$ cat config.mk
export PLATFORM = sky130hd
export DESIGN_NAME = pwm_duty_sequencer
export DESIGN_NICKNAME = d
export VERILOG_FILES = /design/src/rtl/pwm_seq_pkg.sv /design/src/rtl/pwm_period_timer.sv /design/src/rtl/pwm_duty_sequencer.sv
export SDC_FILE = /design/constraint.sdc
export NUM_CORES = 1
export LEC_CHECK = 0
export CORE_UTILIZATION = 50
export CTS_CLUSTER_SIZE = 24
export DETAILED_ROUTE_END_ITERATION = 10
export PLACE_DENSITY = 0.76
export SYNTH_ARGS = -nofsm -noshare
export SYNTH_HDL_FRONTEND = slang
export SYNTH_SLANG_ARGS = --single-unit
$ cat constraint.sdc
create_clock -name clk -period 3.1 [get_ports clk]
set_input_delay 0.62 -clock clk [delete_from_list [all_inputs] [get_ports clk]]
set_output_delay 0.62 -clock clk [all_outputs]
set_load 0.01 [all_outputs]
$ cat src/rtl/pwm_seq_pkg.sv
// Shared types and default constants for the PWM duty-code sequencer.
package pwm_seq_pkg;

    localparam int unsigned DEFAULT_CODE_W        = 3;
    localparam int unsigned DEFAULT_MAX_CODE      = 7;
    localparam int unsigned DEFAULT_PERIOD_CYCLES = 10;
    localparam int unsigned DEFAULT_STEP_PERIODS  = 4;

    typedef enum logic [1:0] {
        ST_IDLE,
        ST_HOLD,
        ST_RAMP_UP,
        ST_RAMP_DOWN
    } seq_state_e;

endpackage

$ cat src/rtl/pwm_period_timer.sv
// PWM period counter plus a step counter that paces ramp steps in whole periods.
module pwm_period_timer #(
    parameter int unsigned PERIOD_CYCLES = 10,
    parameter int unsigned STEP_PERIODS  = 4
) (
    input  logic clk,
    input  logic rst,
    input  logic clear,
    input  logic active,
    input  logic step_run,
    input  logic step_clr,
    output logic period_tick,
    output logic step_due
);

    localparam int unsigned PW = (PERIOD_CYCLES > 1) ? $clog2(PERIOD_CYCLES) : 1;
    localparam int unsigned SW = (STEP_PERIODS > 1) ? $clog2(STEP_PERIODS) : 1;

    logic [PW-1:0] period_cnt_q, period_cnt_d;
    logic [SW-1:0] step_cnt_q, step_cnt_d;

    assign period_tick = active && (period_cnt_q == PW'(PERIOD_CYCLES - 1));
    // A tick in the accept cycle (step_clr) must not count toward the first step.
    assign step_due = period_tick && step_run && !step_clr && !clear
                      && (step_cnt_q == SW'(STEP_PERIODS - 1));

    always_comb begin
        period_cnt_d = period_cnt_q;
        step_cnt_d   = step_cnt_q;
        if (clear || !active) begin
            period_cnt_d = '0;
            step_cnt_d   = '0;
        end else begin
            period_cnt_d = period_tick ? '0 : period_cnt_q + PW'(1);
            if (step_clr || !step_run) begin
                step_cnt_d = '0;
            end else if (period_tick) begin
                step_cnt_d = step_due ? '0 : step_cnt_q + SW'(1);
            end
        end
    end

    always_ff @(posedge clk or posedge rst) begin
        if (rst) begin
            period_cnt_q <= '0;
            step_cnt_q   <= '0;
        end else begin
            period_cnt_q <= period_cnt_d;
            step_cnt_q   <= step_cnt_d;
        end
    end

endmodule

$ cat src/rtl/pwm_duty_sequencer.sv
// Ramps the PWM duty code toward an accepted target one code per step,
// changing it only on PWM period boundaries.
module pwm_duty_sequencer
    import pwm_seq_pkg::*;
#(
    parameter int unsigned CODE_W        = DEFAULT_CODE_W,
    parameter int unsigned MAX_CODE      = DEFAULT_MAX_CODE,
    parameter int unsigned PERIOD_CYCLES = DEFAULT_PERIOD_CYCLES,
    parameter int unsigned STEP_PERIODS  = DEFAULT_STEP_PERIODS
) (
    input  logic              clk,
    input  logic              rst,
    input  logic              enable,
    input  logic [CODE_W-1:0] target_code,
    input  logic              target_valid,
    output logic              target_ready,
    output logic [CODE_W-1:0] duty_code,
    output logic              duty_update,
    output logic              period_tick,
    output logic              busy,
    output logic              at_target
);

    seq_state_e        state_q, state_d;
    logic [CODE_W-1:0] duty_q, duty_d;
    logic [CODE_W-1:0] target_q, target_d;
    logic [CODE_W-1:0] clamped;
    logic              upd_q, upd_d;
    logic              accept;
    logic              ramping;
    logic              step_due;

    assign ramping      = (state_q == ST_RAMP_UP) || (state_q == ST_RAMP_DOWN);
    assign target_ready = (state_q == ST_HOLD) && enable;
    assign accept       = target_ready && target_valid;
    assign clamped      = (int'(target_code) > int'(MAX_CODE)) ? CODE_W'(MAX_CODE) : target_code;

    pwm_period_timer #(
        .PERIOD_CYCLES (PERIOD_CYCLES),
        .STEP_PERIODS  (STEP_PERIODS)
    ) u_timer (
        .clk         (clk),
        .rst         (rst),
        .clear       (!enable),
        .active      (state_q != ST_IDLE),
        .step_run    (ramping),
        .step_clr    (accept),
        .period_tick (period_tick),
        .step_due    (step_due)
    );

    always_comb begin
        state_d  = state_q;
        duty_d   = duty_q;
        target_d = target_q;
        upd_d    = 1'b0;
        // Dropping enable overrides everything, including a same-cycle accept.
        if (!enable) begin
            state_d  = ST_IDLE;
            duty_d   = '0;
            target_d = '0;
        end else begin
            case (state_q)
                ST_IDLE: state_d = ST_HOLD;
                ST_HOLD: begin
                    if (accept) begin
                        target_d = clamped;
                        if (clamped > duty_q)      state_d = ST_RAMP_UP;
                        else if (clamped < duty_q) state_d = ST_RAMP_DOWN;
                    end
                end
                ST_RAMP_UP: begin
                    if (step_due) begin
                        duty_d = duty_q + CODE_W'(1);
                        upd_d  = 1'b1;
                        if (duty_d == target_q) state_d = ST_HOLD;
                    end
                end
                ST_RAMP_DOWN: begin
                    if (step_due) begin
                        duty_d = duty_q - CODE_W'(1);
                        upd_d  = 1'b1;
                        if (duty_d == target_q) state_d = ST_HOLD;
                    end
                end
                default: state_d = ST_IDLE;
            endcase
        end
    end

    always_ff @(posedge clk or posedge rst) begin
        if (rst) begin
            state_q  <= ST_IDLE;
            duty_q   <= '0;
            target_q <= '0;
            upd_q    <= 1'b0;
        end else begin
            state_q  <= state_d;
            duty_q   <= duty_d;
            target_q <= target_d;
            upd_q    <= upd_d;
        end
    end

    assign duty_code   = duty_q;
    assign duty_update = upd_q;
    assign busy        = ramping;
    assign at_target   = (state_q == ST_HOLD) && (duty_q == target_q);

endmodule
==> results.py <==
metrics = {
    "detailed_routing": {
        "via_per_inst": 5.207,
        "ant_nets": 0,
        "vias": 703,
        "drt-initial-drc-count": 19,
        "wire_per_inst_um": 12.90,
        "drcViolationCount": 0,
        "wirelength_um": 1742,
        "dr.pass1.iters": 4,
    },
    "layout": {
        "layout_commonest_cell": "dfrtp_1",
        "num_antenna_cells": 0,
        "nFillCells": 134,
        "nets": 127,
        "stdcell_count": 135,
        "synthToLayoutAreaGrowth_pct": 21.48,
        "final_cell_mix": "dfrtp_1, clkdlybuf4s50_1, nor2_1, nand2_1, ha_1",
        "drive_gt1_share_pct": 5.405,
    },
    "global_routing": {
        "grt_overflow_total": 0,
        "grt_pass1_vias": 667,
        "grtUsageTotal_pct": 21.06,
        "grt_pass1_wl_um": 2967,
        "grt_max_degree": 16,
        "antenna_found_initial": 0,
    },
    "flow_run": {
        "maxCapViolCount": 0,
    },
    "setup_path": {
        "critPathRequiredTime_ps": 2480,
        "crit_buf_inv": 1,
        "critPathKind": "register to primary output",
        "reg2reg_from": "duty_code[0]",
        "cp_slowest_cell": "clkdlybuf4s50_1",
        "worstSetupStartpointType": "register",
        "endpoint_kind": "primary output",
        "max_stage_delay_ps": 560,
        "critical_path.max_fanout": 7,
        "crit_family": "simple AND/OR/NAND/NOR gates",
        "arrival_ps": 2000,
        "crit_chain": "nor2b_1, nand2_1, nor3_1, clkdlybuf4s50_1",
        "critPathLaunch": "state_q[0]",
    },
    "die": {
        "design.core.area_um2": 1594,
        "io_pins": 15,
        "start_util_pct": 56.28,
        "die_width_um": 44.36,
        "die_h_um": 44.36,
        "num_rows": 14,
        "die-area_um2": 1968,
    },
    "placement": {
        "hpwl_um": 1368,
        "port_buffers": 14,
        "dp_slack_ps": 589.9,
        "place_inst": 131,
        "place.gp.congestion": 0.8724,
    },
    "sta": {
        "max_freq_mhz": 381.2,
        "rsz0062_at_grt": "false",
        "finClkSkew_ps": 4.962,
        "slew_viol_final": 0,
        "final.setup.tns_ps": 0,
        "post-route-min-period_ps": 2624,
        "fin_crit_sh_pct": 84.63,
        "tightest_slew_ps": 553.6,
        "setup_ws_ps": 476.4,
        "hold_viol_final": 0,
        "slew-limit-headroom_pct": 63.05,
        "setup_violations": 0,
    },
    "clock_tree": {
        "clock_latency_ps": 280,
        "ctsHoldBuffers": 0,
        "cts_setup_buffers": 0,
        "cts_tree": "done",
        "cts.sinks": 15,
        "cts.clk_slew.worst_paths_ps": 80,
        "root_buffer": "clkbuf_4",
        "cts_made_buffers": 3,
        "htreeDepth": 1,
        "cts_resized": 0,
        "clock_path_buffers": 2,
    },
    "synth": {
        "syn_avg_cell_area_um2": 9.544,
        "yosys_warnings": 0,
        "synthCells": 94,
        "ys_ff_latch": 15,
        "yosysTopAreaCell": "dfrtp_1",
        "yosys-top-cells-area": "dfrtp_1, ha_1, xnor2_1",
        "synth_top_area_share_pct": 41.84,
        "synth_cell_types": 28,
        "mappedNetlistArea_um2": 897.1,
        "ys_seq_area_share_pct": 41.84,
        "syn-num-nets": 109,
    },
    "power_and_ir_drop": {
        "internal_power_uw": 282.9,
        "switching_share_pct": 25.99,
        "powerDensity_nw_per_um2": 350.8,
        "p_clk_share_pct": 28.3,
        "p_leak_nw": 0.4797,
        "vdd_drop_max_v": 0.0002462,
        "p_switching_uw": 99.34,
        "combPwrFrac_pct": 16.3,
        "seqPwrFrac_pct": 55.4,
    },
    "hold_path": {
        "hold_class": "register to register",
        "min_from": "u_timer.period_cnt_q[0]",
    },
    "outcome": {
        "status": "finished clean",
    },
}
## power groups by stage
stage	clock network [mW]	registers, mW	logic, mW
after global routing	0.119	0.213	0.0707
final	0.108	0.212	0.0622
after global placement	0	0.215	0.0609
after detailed placement	0	0.216	0.0620
after CTS	0.111	0.212	0.0625
after floorplan	0	0.214	0.0368
## worst register-to-register path, cell delays in order, from the launching register on
cell,delay [ps]
dfrtp_1,460
inv_1,110
ha_1,350
xnor2_1,150
a311o_1,370
and3_1,170
## state kept, by name, summed over array words and instances (netlist names)
register	flops
u_timer.step_cnt_q	2
u_timer.period_cnt_q	4
duty_update	1
target_q	3
duty_code	3
state_q	2
## metal layers
layer	vias to the layer above	wire length, um	part of all wire, %	track usage, %
li1	355	-	-	-
met1	331	885	51	29.77
met2	15	779	45	31.76
met3	2	66	3.8	6.122
met4	0	11	0.63	5.455
met5	-	0	0	0
## cell type report
type | count | area (um2) | share of cell area (%)
inverter | 7 | 26.28 | 2.411
timing repair buffer | 14 | 140.1 | 12.86
multi-input combinational | 71 | 491.7 | 45.12
sequential | 15 | 375.4 | 34.44
tap | 24 | 30.03 | 2.755
clock buffer | 4 | 26.28 | 2.411
## kinds of logic after synthesis
logic type / share of synthesized area (%)
multiplexers: 1.116
adder cells (fa/ha/maj): 11.16
flip-flops: 41.84
AND/OR/NAND/NOR: 21.20
AO/OA/AOI/OAI: 10.74
XOR/XNOR: 10.60
buffers and inverters: 3.347
## synth_stat cells (all sizes together)
| cell type | instances |
|---|---|
| a211oi | 1 |
| a21boi | 2 |
| a21oi | 5 |
| a311o | 1 |
| and2 | 1 |
| and3 | 2 |
| and3b | 1 |
| clkbuf | 1 |
| dfrtp | 15 |
| ha | 8 |
| inv | 7 |
| mux2i | 1 |
| nand2 | 9 |
| nand3 | 6 |
| nand3b | 1 |
| nand4b | 1 |
| nor2 | 11 |
| nor2b | 2 |
| nor3 | 2 |
| o2111ai | 2 |
| o21a | 1 |
| o21ai | 1 |
| o311ai | 1 |
| or3 | 2 |
| xnor2 | 5 |
| xor2 | 5 |
## metrics by stage
stage | area, um2 | total power [mW] | hold WS [ps] | util (%)
2_1_floorplan | 897.1 | 0.2503 | 458.8 | -
3_3_place_gp | 1064 | 0.2760 | 480.6 | 66.72
3_5_place_dp | 1064 | 0.2777 | 489.8 | 66.72
4_1_cts | 1090 | 0.3853 | 501.7 | 68.37
5_1_grt | 1090 | 0.4030 | 527.3 | 68.37
6_report | 1090 | 0.3823 | 496.0 | 68.37
## path summary, 6_finish.rpt
| path | to | slack (ps) | cells past startpoint |
|---|---|---|---|
| worst max-delay path | at_target | 480 | 4 |
| worst min-delay path | u_timer.period_cnt_q[0] | 500 | 1 |
| worst max register to register | state_q[0] | 1390 | 5 |
| worst min register to register | u_timer.period_cnt_q[0] | 500 | 1 |
| max in group asynchronous | target_q[0] | 2050 | 2 |
| min in group asynchronous | u_timer.period_cnt_q[2] | 680 | 2 |
Power figures use the tool's default switching activity.
